==> src/rtl/e203_thread_sched_pkg.sv <==
// Shared definitions for the two-thread scheduler: thread count,
// FSM state encoding and switch counter width.
package e203_thread_sched_pkg;

    localparam int unsigned E203_THREADS_NUM  = 2;
    localparam int unsigned E203_SWITCH_CNT_W = 16;

    typedef enum logic [1:0] {
        ST_RUN    = 2'd0,
        ST_DRAIN  = 2'd1,
        ST_SWITCH = 2'd2
    } sched_state_e;

endpackage

==> src/rtl/e203_thread_sched_if.sv <==
// Scheduler control bus: core-side status inputs and thread-select outputs.
interface e203_thread_sched_if
    import e203_thread_sched_pkg::*;
#(
    parameter int unsigned THREADS_NUM = E203_THREADS_NUM,
    parameter int unsigned SLICE_W     = 16
);

    logic [SLICE_W-1:0]           slice_len;
    logic [THREADS_NUM-1:0]       thr_active;
    logic [THREADS_NUM-1:0]       thr_irq;
    logic                         allow_switch;
    logic                         pipe_idle;
    logic [THREADS_NUM-1:0]       thread_sel;
    logic                         cur_tid;
    logic                         fetch_hold;
    logic                         switch_flush;
    logic [E203_SWITCH_CNT_W-1:0] switch_cnt;

    modport master (
        output slice_len, thr_active, thr_irq, allow_switch, pipe_idle,
        input  thread_sel, cur_tid, fetch_hold, switch_flush, switch_cnt
    );

    modport slave (
        input  slice_len, thr_active, thr_irq, allow_switch, pipe_idle,
        output thread_sel, cur_tid, fetch_hold, switch_flush, switch_cnt
    );

endinterface

==> src/rtl/e203_thread_sched_slice_timer.sv <==
// Time-slice counter: counts while enabled, saturates at slice_len-1,
// synchronous clear via load_i. Expiry is evaluated against the live
// slice_len so a shortened slice takes effect at once.
module e203_thread_slice_timer #(
    parameter int unsigned SLICE_W = 16
) (
    input  logic               clk,
    input  logic               rst,
    input  logic               en_i,
    input  logic               load_i,
    input  logic [SLICE_W-1:0] slice_len_i,
    output logic               expire_o
);

    logic [SLICE_W-1:0] cnt_q;
    logic [SLICE_W-1:0] cnt_d;
    logic [SLICE_W-1:0] limit;

    // slice_len of 0 wraps the limit to all-ones, so the counter just parks there
    assign limit = slice_len_i - SLICE_W'(1);

    // next count: clear has priority, otherwise saturating increment
    always_comb begin
        cnt_d = cnt_q;
        if (load_i) begin
            cnt_d = '0;
        end else if (en_i && (cnt_q < limit)) begin
            cnt_d = cnt_q + SLICE_W'(1);
        end
    end

    // counter register
    always_ff @(posedge clk) begin
        if (rst) begin
            cnt_q <= '0;
        end else begin
            cnt_q <= cnt_d;
        end
    end

    assign expire_o = (slice_len_i != '0) && (cnt_q >= limit);

endmodule

==> src/rtl/e203_thread_sched.sv <==
// Two-thread context scheduler: RUN -> DRAIN -> SWITCH -> RUN.
// Thread select is driven only from registered state, so drain handshake
// inputs never reach thread_sel combinationally.
module e203_thread_sched
    import e203_thread_sched_pkg::*;
#(
    parameter int unsigned THREADS_NUM = E203_THREADS_NUM,
    parameter int unsigned SLICE_W     = 16
) (
    input logic                clk,
    input logic                rst,
    e203_thread_sched_if.slave bus
);

    sched_state_e                 state_q;
    sched_state_e                 state_d;
    logic                         cur_tid_q;
    logic                         cur_tid_d;
    logic [E203_SWITCH_CNT_W-1:0] switch_cnt_q;
    logic [E203_SWITCH_CNT_W-1:0] switch_cnt_d;

    logic other_tid;
    logic eligible;
    logic cur_active;
    logic irq_pref;
    logic expire;
    logic trigger;
    logic abort;
    logic timer_en;
    logic timer_load;

    assign other_tid  = ~cur_tid_q;
    assign eligible   = bus.thr_active[other_tid];
    assign cur_active = bus.thr_active[cur_tid_q];
    assign irq_pref   = bus.thr_irq[other_tid] & ~bus.thr_irq[cur_tid_q];
    assign trigger    = eligible & (expire | ~cur_active | irq_pref);
    assign abort      = (state_q == ST_DRAIN) && !eligible;

    assign timer_en   = (state_q == ST_RUN);
    assign timer_load = (state_q == ST_SWITCH) || abort;

    e203_thread_slice_timer #(
        .SLICE_W (SLICE_W)
    ) u_slice_timer (
        .clk         (clk),
        .rst         (rst),
        .en_i        (timer_en),
        .load_i      (timer_load),
        .slice_len_i (bus.slice_len),
        .expire_o    (expire)
    );

    // next-state: abort is checked before the drain-complete condition
    always_comb begin
        state_d      = state_q;
        cur_tid_d    = cur_tid_q;
        switch_cnt_d = switch_cnt_q;
        case (state_q)
            ST_RUN: begin
                if (trigger) begin
                    state_d = ST_DRAIN;
                end
            end
            ST_DRAIN: begin
                if (!eligible) begin
                    state_d = ST_RUN;
                end else if (bus.allow_switch && bus.pipe_idle) begin
                    state_d = ST_SWITCH;
                end
            end
            ST_SWITCH: begin
                state_d      = ST_RUN;
                cur_tid_d    = ~cur_tid_q;
                switch_cnt_d = switch_cnt_q + E203_SWITCH_CNT_W'(1);
            end
            default: begin
                state_d = ST_RUN;
            end
        endcase
    end

    // state, thread index and switch counter registers
    always_ff @(posedge clk) begin
        if (rst) begin
            state_q      <= ST_RUN;
            cur_tid_q    <= 1'b0;
            switch_cnt_q <= '0;
        end else begin
            state_q      <= state_d;
            cur_tid_q    <= cur_tid_d;
            switch_cnt_q <= switch_cnt_d;
        end
    end

    assign bus.thread_sel   = THREADS_NUM'(1) << cur_tid_q;
    assign bus.cur_tid      = cur_tid_q;
    assign bus.fetch_hold   = (state_q == ST_DRAIN) || (state_q == ST_SWITCH);
    assign bus.switch_flush = (state_q == ST_SWITCH);
    assign bus.switch_cnt   = switch_cnt_q;

endmodule

==> src/flat_wrapper.sv <==
// flat-port wrapper written by rule: the top's interface ports become plain ports
module e203_thread_sched_flat import e203_thread_sched_pkg::*;
#(
    parameter int unsigned THREADS_NUM = E203_THREADS_NUM,
    parameter int unsigned SLICE_W     = 16
)
  (clk, rst, bus_slice_len, bus_thr_active, bus_thr_irq, bus_allow_switch, bus_pipe_idle, bus_thread_sel, bus_cur_tid, bus_fetch_hold, bus_switch_flush, bus_switch_cnt);
  e203_thread_sched_if #(.THREADS_NUM(THREADS_NUM), .SLICE_W(SLICE_W)) bus_i ();
  input logic clk;
  input logic rst;
  input wire logic [$bits(bus_i.slice_len)-1:0] bus_slice_len;
  input wire logic [$bits(bus_i.thr_active)-1:0] bus_thr_active;
  input wire logic [$bits(bus_i.thr_irq)-1:0] bus_thr_irq;
  input wire logic [$bits(bus_i.allow_switch)-1:0] bus_allow_switch;
  input wire logic [$bits(bus_i.pipe_idle)-1:0] bus_pipe_idle;
  output wire logic [$bits(bus_i.thread_sel)-1:0] bus_thread_sel;
  output wire logic [$bits(bus_i.cur_tid)-1:0] bus_cur_tid;
  output wire logic [$bits(bus_i.fetch_hold)-1:0] bus_fetch_hold;
  output wire logic [$bits(bus_i.switch_flush)-1:0] bus_switch_flush;
  output wire logic [$bits(bus_i.switch_cnt)-1:0] bus_switch_cnt;
  assign bus_i.slice_len = bus_slice_len;
  assign bus_i.thr_active = bus_thr_active;
  assign bus_i.thr_irq = bus_thr_irq;
  assign bus_i.allow_switch = bus_allow_switch;
  assign bus_i.pipe_idle = bus_pipe_idle;
  assign bus_thread_sel = bus_i.thread_sel;
  assign bus_cur_tid = bus_i.cur_tid;
  assign bus_fetch_hold = bus_i.fetch_hold;
  assign bus_switch_flush = bus_i.switch_flush;
  assign bus_switch_cnt = bus_i.switch_cnt;
  e203_thread_sched #(.THREADS_NUM(THREADS_NUM), .SLICE_W(SLICE_W)) u_core (.clk(clk), .rst(rst), .bus(bus_i));
endmodule
==> config.mk <==
export PLATFORM = sky130hd
export DESIGN_NAME = e203_thread_sched_flat
export DESIGN_NICKNAME = d
export VERILOG_FILES = /design/src/rtl/e203_thread_sched_pkg.sv /design/src/rtl/e203_thread_sched_if.sv /design/src/rtl/e203_thread_sched_slice_timer.sv /design/src/rtl/e203_thread_sched.sv /design/src/flat_wrapper.sv
export SDC_FILE = /design/constraint.sdc
export NUM_CORES = 1
export LEC_CHECK = 0
export BUFFER_PORTS_ARGS = -buffer_cell sky130_fd_sc_hd__buf_2
export CAP_MARGIN = 20
export CORE_ASPECT_RATIO = 0.6
export CORE_MARGIN = 3
export CORE_UTILIZATION = 47
export DETAILED_ROUTE_END_ITERATION = 10
export PLACE_DENSITY = 0.66
export SYNTH_ARGS = -nofsm -noshare
export SYNTH_HDL_FRONTEND = slang
export SYNTH_HIERARCHICAL = 1
export SYNTH_SLANG_ARGS = --single-unit
==> constraint.sdc <==
create_clock -name clk -period 8.5 [get_ports clk]
set_clock_uncertainty 0.2 [all_clocks]
set_input_delay 1.275 -clock clk [delete_from_list [all_inputs] [get_ports clk]]
set_output_delay 1.275 -clock clk [all_outputs]
set_load 0.005 [all_outputs]
Yosys cells after proc, flatten, opt, wreduce, memory -nomap -nowiden

Index checks and enable logic that the tools add are counted.

Register bits after elaboration: 35
Output and inout bits: 21
Input port bits: 24

Shift-type cells: 1
Mux-type cells: 12
Reduce and logical (&&, ||, !) cells: 11
Add/sub/neg operators: 3
Bitwise logic cells: 7
Equal/unequal tests: 4
Magnitude comparators: 4

Operator list:

| cell                    | number |
|---|---|
| $add A16 B1 Y16 const B | 2 |
| $ge A16 B16 Y1          | 1 |
| $lt A16 B16 Y1          | 1 |
| $reduce_bool A16 Y1     | 1 |
| $sub A16 B1 Y16 const B | 1 |
| $mux W1                 | 8 |
| $mux W2                 | 3 |
| $logic_and A1 B1 Y1     | 4 |
| $lt A1 B2 Y1 const B    | 2 |
| $pmux W2 S2             | 1 |
| $ne A3 B3 Y1 const B    | 1 |
| $not A1 Y1              | 3 |
| $and A1 B1 Y1           | 2 |
| $eq A2 B1 Y1 const B    | 1 |
| $eq A2 B2 Y1 const B    | 1 |
| $logic_not A2 Y1        | 1 |
| $logic_or A1 B1 Y1      | 2 |
| $ne A2 B1 Y1 const B    | 1 |
| $or A1 B1 Y1            | 2 |
| $reduce_and A2 Y1       | 1 |
| $reduce_or A2 Y1        | 1 |
| $shl A1 B1 Y2 const A   | 1 |
| $logic_not A1 Y1        | 1 |

Depth between registers and ports, before layout

Gate-level depths: netlist (run 1).

Depth after elaboration: 8
Mapped depth: 16
Gate-level depth less buffers: 15

By module

Netlist (run 1), hierarchy kept.

Modules (own cells, without submodules):

| module                  | area each (sq um) | times used | cells each |
|---|---|---|---|
| e203_thread_slice_timer | 1605.3            | 1          | 198 |
| e203_thread_sched       | 1029.7            | 1          | 112 |

Worst setup path before layout (run 1)

No wires, ideal clock.

Path kind: input to register
From: in bus_slice_len[7]
To: reg u_core.state_q[1]
Buffers on the path: 1
Data arrival time: 4.219 ns
Required time: 8.181 ns
Stages on the path: 15
Setup slack: 3.963 ns
Cell sequence: or4_1 nor4_2 nor2b_1 nand2_1 xor2_1 ha_1 nand4_2 nor4_2 a21boi_4 buf_6 nor3_1 a21oi_1 nand2b_1 o21ai_0 o221a_1

Word-level cells in the longest chain between the ends: 8
Elaborated cells on any way between the ends: 9
Classes of those cells: add/sub: 1; order compare: 1; eq/ne: 1; bitwise: 3; reduce/logical: 3

Ends and longest elaborated chain:

| what                                 | RTL line                            | source |
|---|---|---|
| start: declaration                   | flat_wrapper.sv:11                  | `input wire logic [$bits(bus_i.slice_len)-1:0] bus_slice_len;` |
| $sub A16 B1 Y16                      | e203_thread_sched_slice_timer.sv:20 | `assign limit = slice_len_i - SLICE_W'(1);` |
| $ge A16 B16 Y1                       | e203_thread_sched_slice_timer.sv:41 | `assign expire_o = (slice_len_i != '0) && (cnt_q >= limit);` |
| $logic_and A1 B1 Y1 *                | e203_thread_sched_slice_timer.sv:41 |  |
| named net u_core.expire              | e203_thread_sched.sv:26             | `logic expire;` |
| $or A1 B1 Y1 * (2 in a row)          | e203_thread_sched.sv:36             | `assign trigger = eligible & (expire \| ~cur_active \| irq_pref);` |
| $and A1 B1 Y1 *                      | e203_thread_sched.sv:36             |  |
| $ne A2 B1 Y1 (no source line) *      | --                                  |  |
| $reduce_and A2 Y1 (no source line) * | --                                  |  |
| end signal: assignment               | e203_thread_sched.sv:89             | `state_q <= state_d;` |
| end: declaration                     | e203_thread_sched.sv:15             | `sched_state_e state_q;` |

The timed path passes the listed nets; every way through them passes the cells marked *.
A chain may end at the register's enable or synchronous reset.

Worst setup path in the final report (run 1)

Same ends and word-level chain as after synthesis.

==> results of run 1 <==
where the power goes:
group          switching [mW]  internal, mW
clock                  0.0669         0.117
combinational           0.116        0.0826
sequential             0.0190         0.179
layout by cell type, fill, tap and decap left out, types with 4 or more instances in the layout:
cell | synthesis | layout
a21oi_1 | 12 | 12
buf_2 | 1 | 44
clkbuf_8 | 0 | 5
dfxtp_1 | 35 | 35
ha_1 | 23 | 23
inv_1 | 10 | 10
mux2i_1 | 17 | 17
nand2_1 | 35 | 35
nand3_1 | 12 | 12
nand4_1 | 6 | 6
nor2_1 | 28 | 28
nor2b_1 | 4 | 4
nor3_1 | 8 | 8
nor4_1 | 12 | 12
nor4_2 | 6 | 6
nor4b_1 | 4 | 4
o21ai_0 | 5 | 5
or2_2 | 4 | 4
or3_1 | 16 | 16
xnor2_1 | 17 | 17
xor2_1 | 9 | 9
worst max-delay path: cells and delay by family:
family,cells,cell delay [ns]
XOR/XNOR,1,0.14
buffers and inverters,1,0.13
AO/OA/AOI/OAI,4,1.05
adder cells (fa/ha/maj),1,0.31
AND/OR/NAND/NOR,8,1.85
through the flow:
step	power, mW	std cells	instance area (sq um)
finish	0.581	416	3000
global route	0.619	416	3000
CTS	0.580	416	3000
detailed placement	0.398	408	2860
global placement	0.389	408	2860
floorplan	0.353	310	2640
sequential cells by signal, indices dropped and copies added (netlist names):
register / count
u_core/bus.switch_cnt: 16
u_core/bus.cur_tid: 1
u_core/state_q: 2
u_core/u_slice_timer/cnt_q: 16
path summary, 6_finish.rpt:
kind,end,cells after the start,slack [ns]
worst min register to register,u_core/u_slice_timer/cnt_q[15]$_SDFFE_PP0P_,2,0.29
worst min-delay path,u_core/u_slice_timer/cnt_q[15]$_SDFFE_PP0P_,2,0.29
worst max register to register,u_core/state_q[1]$_SDFFE_PP0P_,9,5.70
worst max-delay path,u_core/state_q[1]$_SDFFE_PP0P_,15,3.72
kinds of logic after synthesis:
| kind of cell | count (synthesis) | share of synthesized area [%] |
|---|---|---|
| AOI/OAI and AO/OA | 29 | 7.69 |
| buffers and inverters | 22 | 4.32 |
| xor gates and xnor gates | 26 | 8.64 |
| adders and majority gates | 23 | 10.9 |
| DFF | 35 | 26.6 |
| and+or+nand+nor | 157 | 34.9 |
| muxes | 18 | 6.88 |
layer usage:
layer | track usage (%) | up-vias
li1 | - | 1188
met1 | 31.0 | 1083
met2 | 25.4 | 55
met3 | 4.47 | 2
met4 | 2.45 | 0
met5 | 0 | -
area by class of cell:
class | count | area [sq um]
Inverter | 10 | 37.5
Clock inverter | 3 | 67.6
Sequential cell | 35 | 701
Fill cell | 484 | 2230
Clock buffer | 5 | 68.8
Tap cell | 66 | 82.6
Timing Repair Buffer | 44 | 220
Multi-Input combinational cell | 253 | 1820
cells in the mapped netlist, types with 3 or more instances:
master	instances	area (sq um)
nor4b_1	4	35.0
a21oi_1	12	60.1
o21ai_0	5	25.0
xnor2_1	17	149
buf_6	3	33.8
ha_1	23	288
nand3_1	12	60.1
xor2_1	9	78.8
nor2_1	28	105
mux2i_1	17	170
nor4_2	6	75.1
inv_1	10	37.5
clkbuf_1	6	22.5
and2_1	3	18.8
or2_2	4	25.0
nand2_1	35	131
nand4_1	6	37.5
nor3_1	8	40.0
dfxtp_1	35	701
nor4_1	12	75.1
nand2b_1	3	18.8
nor2b_1	4	25.0
or3_1	16	100
==> results.yml, run 1 <==
outcome:
  status: "completed"
clock_network:
  cts-root-buf: "clkbuf_8"
  clock_sinks: 35
  cts_hold_buffers: 0
  htree_num_levels: 2
  clk_path_buf_depth: 2
  post_cts_resized: 0
  postCtsSetupRepairBufs: 0
  worstSkewPairLatency_ns: 0.29
  cts_tree: "done"
  clk_pin_slew_ns: 0.07
  numCtsBuffers: 5
sta:
  report.final.slew_viol_count: 0
  finalSetupViolCount: 0
  clock.fmax_ghz: 0.209
  fin_hold_ws_ns: 0.290
  rsz0062_at_grt: "no"
  worstMarginPinSlew_ns: 1.02
  max-slew-margin-rel_pct: 31.7
  finalHoldViolCount: 0
  fin_crit_sh_pct: 56.3
  worst_slack_ns: 3.72
  fin_crit_ns: 4.78
  setup-tns-final_ns: 0
floorplanning:
  die_h_um: 64
  core_sq_um: 5230
  die-area_sq_um: 6570
  num_rows: 20
  start_util_pct: 50.4
  ios: 45
  die_w_um: 103
pwr:
  power_density_nw_per_um2: 194
  p_leak_nw: 1.21
  ir_worst_vdd_v: 0.0000937
placement:
  dp_hpwl_mm: 4.77
  port_buffers: 44
  gp_congestion: 0.820
  post-place-ws_ns: 3.47
cells_and_area:
  final_nets: 396
  num_antenna_cells: 0
  syn2layout_area_growth_pct: 13.8
  drive_gt1_share_pct: 20.0
  postLayoutCoreUtil_pct: 57.3
setup_path:
  cp.required_ns: 8.48
  startpoint: "bus_slice_len[7]"
  cp_slowest_cell: "or4_1"
  timing.critical_path.mode_cell: "nor4_2"
  criticalPathCategory: "in2reg"
  timing.rr.start: "u_core/u_slice_timer/cnt_q[14]$_SDFFE_PP0P_"
  cp_max_fo: 19
  cp_cell_sequence: "buf_2 > or4_1 > nor4_2 > nor2b_1 > nand2_1 > xor2_1 > ha_1 > nand4_2 > nor4_2 > a21boi_4 > nor3_1 > a21oi_1 > nand2b_1 > o21ai_0 > o221a_1"
  cp-end-kind: "flop"
  slowest_delay_ns: 0.62
  crit_arrival_ns: 4.76
  critPathLaunchType: "primary input"
route:
  drt_iter0_drc: 154
  wl_met3_um: 282
  wl_met2_mm: 2.48
  drtPass1Iterations: 4
  num_vias: 2328
  avgViaCountPerCell: 5.60
  dr.max_layer_used: "met4"
  ant_nets: 0
  met1_length_mm: 3.44
  wl_mm: 6.21
  wire_per_inst_um: 14.9
  drc: 0
logic_synthesis:
  yosys_warnings: 6
  yosys_most_used_dff: "dfxtp_1"
  postSynth.asyncResetShare_pct: 0
  synth-seq-cells: 35
  syn_inst: 310
  synth.distinct_cells: 49
  yosysSeqAreaShare_pct: 26.6
  syn_avg_cell_area_sq_um: 8.50
  syn_area_sq_um: 2640
  synth_fp_nets: 357
  synth_edf_count: 0
global_route:
  grt_usage_pct: 19.1
  grt_overflow_total: 0
  grt_first_pass_wirelength_mm: 10.2
  grt_start_max_net_pins: 37
  grt_antenna_before_repair: 0
  grt_pass1_vias: 2057
worst_hold_path:
  worstHoldStart: "u_core/u_slice_timer/cnt_q[15]$_SDFFE_PP0P_"
  hold_class: "reg2reg"
job:
  drv_cap: 0
(Power assumes the default switching activity.)
==> run 2: changes to the inputs <==
- PLACE_DENSITY: 0.66 -> 0.68
- clock period: 8.5 -> 3.85 ns (I/O delays scaled with it)
==> run 2 against run 1 <==
  * Clock power is 36% higher
  * First-iteration DRC count is 23% lower
  * Count of clock-buffer cells in the layout is 1 higher
  * Sequential power is 120% higher
  * Combinational power is 120% higher
  * Setup slack worse by 3.5 ns
  * Wire length is 3.7% lower
  * Largest cell class unchanged
  * Largest power group unchanged
==> results.yml, run 2 (same netlist as run 1, synthesis figures left out) <==
pwr:
  swShare_pct: 37.5
  pwr-share-seq_pct: 38.6
  p_leak_nw: 1.23
  combPwrFrac_pct: 39.3
  p_total_mw: 1.13
  p_switching_uw: 424
  clock_power_share_pct: 22.1
  ir_worst_vdd_v: 0.000210
  intPower_uw: 708
  power_density_nw_per_um2: 376
setup_path:
  critPathLaunchType: "primary input"
  cp-end-kind: "flop"
  crit_arrival_ns: 3.61
  cp_num_buf_inv: 1
  cpLargestDelayFamily: "simple AND/OR/NAND/NOR gates"
  cp.required_ns: 3.84
  slowest_delay_ns: 0.35
  cp_cell_sequence: "buf_2 > or2_2 > nor4_1 > nand2_1 > nor4_1 > xnor2_1 > ha_1 > nand4_2 > nor4_2 > a21boi_4 > nor3_1 > a21oi_1 > nand2b_1 > o21ai_0 > o221a_1"
  criticalPathCategory: "in2reg"
  timing.critical_path.mode_cell: "nor4_1"
  cp_max_fo: 3
  cp_slowest_cell: "nor4_2"
global_route:
  grt_start_max_net_pins: 37
  grt_first_pass_wirelength_mm: 10.1
  grt_pass1_vias: 2056
  grt_usage_pct: 19.1
  grt_antenna_before_repair: 0
  grt_overflow_total: 0
sta:
  max-slew-margin-rel_pct: 30.4
  clock.fmax_ghz: 0.276
  report.final.slew_viol_count: 0
  worstMarginPinSlew_ns: 1.04
  finalSetupViolCount: 0
  finalHoldViolCount: 0
  fin_crit_ns: 3.63
  rsz0062_at_grt: "no"
  setup-tns-final_ns: 0
  fin_crit_sh_pct: 94.2
clock_network:
  cts_tree: "done"
  post_cts_resized: 0
  clk_path_buf_depth: 2
  cts_hold_buffers: 0
  cts-root-buf: "clkbuf_8"
  htree_num_levels: 2
  worstSkewPairLatency_ns: 0.29
  postCtsSetupRepairBufs: 0
  clk_pin_slew_ns: 0.07
  numCtsBuffers: 5
  clock_sinks: 35
floorplanning:
  die_h_um: 64
  ios: 45
  num_rows: 20
  start_util_pct: 50.4
  die-area_sq_um: 6570
  core_sq_um: 5230
  die_w_um: 103
cells_and_area:
  final_nets: 406
  fill_cells: 496
  final_common_cell: "buf_2"
  mostFrequentLayoutCells: "44 x buf_2, 35 x nand2_1, 35 x dfxtp_1"
  num_antenna_cells: 0
  drive_gt1_share_pct: 21.5
  syn2layout_area_growth_pct: 14.2
route:
  drt_iter0_drc: 118
  wire_per_inst_um: 14.1
  avgViaCountPerCell: 5.56
  ant_nets: 0
  drc: 0
  wl_met2_mm: 2.34
  drtPass1Iterations: 4
  wl_mm: 5.98
  dr.max_layer_used: "met4"
  num_vias: 2356
  wl_met3_um: 371
  met1_length_mm: 3.24
worst_hold_path:
  hold_class: "reg2reg"
placement:
  port_buffers: 44
  gp_congestion: 0.856
  dp_hpwl_mm: 4.54
outcome:
  status: "completed"
job:
  drv_cap: 0
run 2: changes by cell type in the layout (fill, tap and decap cells not counted), sizes merged:
cell,previous run,this run
clkbuf,5,6
bufinv,2,0
buf,44,54
clkinvlp,1,0
run 2: worst paths after layout:
path,end,from,slack (ns),depth (start not counted)
min,u_core/u_slice_timer/cnt_q[15]$_SDFFE_PP0P_,u_core/u_slice_timer/cnt_q[15]$_SDFFE_PP0P_,0.28,2
max,u_core/state_q[1]$_SDFFE_PP0P_,bus_slice_len[2],0.22,15
min reg2reg,u_core/u_slice_timer/cnt_q[15]$_SDFFE_PP0P_,u_core/u_slice_timer/cnt_q[15]$_SDFFE_PP0P_,0.28,2
max reg2reg,u_core/u_slice_timer/cnt_q[4]$_SDFFE_PP0P_,u_core/state_q[0]$_SDFFE_PP0P_,1.28,7
run 2: power by group through the flow:
stage               Clock (mW)  Sequential (mW)  Combinational, mW
global placement             0            0.442              0.431
detailed placement           0            0.444              0.442
floorplan                    0            0.436              0.343
finish                   0.250            0.436              0.445
CTS                      0.258            0.436              0.447
global route             0.274            0.441              0.502
run 2: final cells by class:
class	instances	area (sq um)	share of cell area, %
well taps	66	82.6	2.74
flip-flops and latches	35	701	23.3
repair buffers	54	295	9.81
inverters	10	37.5	1.25
multi-input cells	253	1820	60.5
clock buffers	6	72.6	2.41
run 2: metal layers:
layer,vias up,global-route usage [%]
li1,1214,-
met1,1075,30.7
met2,61,25.3
met3,6,5.13
met4,0,2.78
met5,-,0
run 2: through the flow:
step	cells	setup slack (ns)	cell area, sq um	hold slack (ns)	utilization (%)
finish	424	0.224	3010	0.280	57.5
global route	424	0.0403	3010	0.335	57.5
CTS	424	0.228	3010	0.283	57.5
detailed placement	418	-0.0813	2940	0.274	56.1
global placement	418	0.0476	2940	0.271	56.1
floorplan	310	0.0104	2640	0.248	-
run 2: worst reg2reg max path, delay by kind of cell, from the launching register on:
kind	cells	cell delay, ns
compound gates	1	0.22
fa+ha+maj	1	0.38
buf+inv	2	0.26
flops	1	0.33
mux	1	0.15
simple gates	2	0.96
==> run 3: changes to the inputs <==
- CORE_MARGIN: 3 -> 5
==> run 3 against run 2 <==
  * Maximum frequency up 2.6%
  * Global-route usage down 0.76 points
  * Non-clock buffer count unchanged
  * Via count about the same
  * Register-to-register slack better by 0.05 ns
  * Hold slack better by 0.023 ns
  * Setup slack better by 0.091 ns
  * Die area up 10%
  * Wire length up 1.9%
  * Core utilization down 1.8 points
  * Cell area up 2.1%
==> results.yml, run 3 (same netlist as run 1, synthesis figures left out) <==
outcome:
  status: "completed"
clock_network:
  numCtsBuffers: 5
  worstSkewPairLatency_ns: 0.30
  clk_path_buf_depth: 2
  clk_pin_slew_ns: 0.07
  cts_hold_buffers: 0
  cts_tree: "done"
  clock_sinks: 35
  post_cts_resized: 0
  postCtsSetupRepairBufs: 0
  htree_num_levels: 2
  cts-root-buf: "clkbuf_8"
setup_path:
  crit_arrival_ns: 3.52
  r2r_cells: 7
  cpLargestDelayFamily: "simple AND/OR/NAND/NOR gates"
  cp_slowest_cell: "or4_1"
  rr_endpoint: "u_core/u_slice_timer/cnt_q[3]$_SDFFE_PP0P_"
  cp_max_fo: 3
  timing.rr.start: "u_core/state_q[0]$_SDFFE_PP0P_"
  timing.critical_path.mode_cell: "nor4_2"
  cp.required_ns: 3.83
  slowest_delay_ns: 0.54
  rrSetupSlack_ns: 1.33
  cp_cell_sequence: "buf_2 > or4_1 > nor4_2 > nor2b_1 > nand2_1 > xor2_1 > ha_1 > nand4_2 > nor4_2 > a21boi_4 > nor3_1 > a21oi_1 > nand2b_1 > o21ai_0 > o221a_1"
  startpoint: "bus_slice_len[9]"
  criticalPathCategory: "in2reg"
  cp-end-kind: "flop"
  critPathLaunchType: "primary input"
  cp_num_buf_inv: 1
route:
  drc: 0
  drt_iter0_drc: 139
  wire_per_inst_um: 14.2
  avgViaCountPerCell: 5.50
  num_vias: 2358
  wl_mm: 6.09
  drtPass1Iterations: 4
  ant_nets: 0
floorplanning:
  core_sq_um: 5520
  num_rows: 21
  die-area_sq_um: 7250
  start_util_pct: 47.8
  die_h_um: 68
  ios: 45
  die_w_um: 107
global_route:
  grt_usage_pct: 18.4
  grt_first_pass_wirelength_mm: 10.6
  grt_pass1_vias: 2164
  grt_start_max_net_pins: 37
  grt_overflow_total: 0
  grt_antenna_before_repair: 0
worst_hold_path:
  worstHoldStart: "u_core/u_slice_timer/cnt_q[14]$_SDFFE_PP0P_"
  hold_class: "reg2reg"
  hold_depth: 2
  worst_hold_path.endpoint: "u_core/u_slice_timer/cnt_q[14]$_SDFFE_PP0P_"
sta:
  rsz0062_at_grt: "no"
  fin_hold_ws_ns: 0.303
  fin_crit_sh_pct: 91.8
  worstMarginPinSlew_ns: 0.983
  finalHoldViolCount: 0
  fin_crit_ns: 3.53
  clock.fmax_ghz: 0.283
  finalSetupViolCount: 0
  setup-tns-final_ns: 0
  max-slew-margin-rel_pct: 34.2
  report.final.slew_viol_count: 0
pwr:
  ir_worst_vdd_v: 0.000231
  p_leak_nw: 1.26
  power_density_nw_per_um2: 416
cells_and_area:
  num_antenna_cells: 0
  final_nets: 406
  drive_gt1_share_pct: 21.9
  final_common_cell: "buf_2"
  final_cells: 429
  syn2layout_area_growth_pct: 16.6
  mostFrequentLayoutCells: "44 x buf_2, 35 x nand2_1, 35 x dfxtp_1"
placement:
  dp_hpwl_mm: 4.63
  port_buffers: 44
  placed_cells: 421
  gp_congestion: 0.854
job:
  drv_cap: 0
## run 3: cell count changes in the layout (fill, tap and decap cells not counted)
cell | previous run | this run
bufinv_16 | 0 | 2
## run 3: per-layer routing
metal | track usage [%] | wire, um | vias to the layer above
li1 | - | - | 1212
met1 | 27.8 | 3300 | 1086
met2 | 25.4 | 2400 | 52
met3 | 4.15 | 312 | 8
met4 | 5.58 | 71 | 0
met5 | 0 | 0 | -
## run 3: worst max-delay path by stage
| stage | to | cells after the start |
|---|---|---|
| 4_1_cts | u_core/state_q[1]$_SDFFE_PP0P_ | 15 |
| 3_5_place_dp | u_core/state_q[1]$_SDFFE_PP0P_ | 15 |
| 6_report | u_core/state_q[1]$_SDFFE_PP0P_ | 15 |
| 5_1_grt | u_core/state_q[1]$_SDFFE_PP0P_ | 15 |
| 2_1_floorplan | u_core/state_q[1]$_SDFFE_PP0P_ | 15 |
| 3_3_place_gp | u_core/state_q[1]$_SDFFE_PP0P_ | 15 |
## run 3: through the flow
stage / cell area, sq um / worst slack, ns / utilization, % / power, mW
floorplan: 2640 / 0.0104 / - / 0.779
global placement: 2940 / 0.102 / 53.3 / 0.872
detailed placement: 2940 / -0.0127 / 53.3 / 0.887
CTS: 3070 / 0.297 / 55.7 / 1.29
global route: 3070 / 0.0185 / 55.7 / 1.37
finish: 3070 / 0.315 / 55.7 / 1.28
## run 3: worst register-to-register path, delay by kind of cell, from the launching register on
family | cells | cell delay, ns
AOI/OAI and AO/OA | 1 | 0.23
adders and majority gates | 1 | 0.38
buffers and inverters | 2 | 0.25
and+or+nand+nor | 2 | 0.90
DFF | 1 | 0.33
muxes | 1 | 0.15
## run 3: power breakdown
part | internal (mW) | switching, mW
Sequential | 0.395 | 0.0411
Combinational | 0.192 | 0.256
Clock | 0.259 | 0.137
## run 3: layout make-up
class | count | area (sq um)
fill | 517 | 2440
multi-input combinational | 253 | 1820
sequential | 35 | 701
timing repair buffer | 54 | 295
tap | 69 | 86.3
clock buffer | 6 | 72.6
clock inverter | 2 | 60.1
inverter | 10 | 37.5
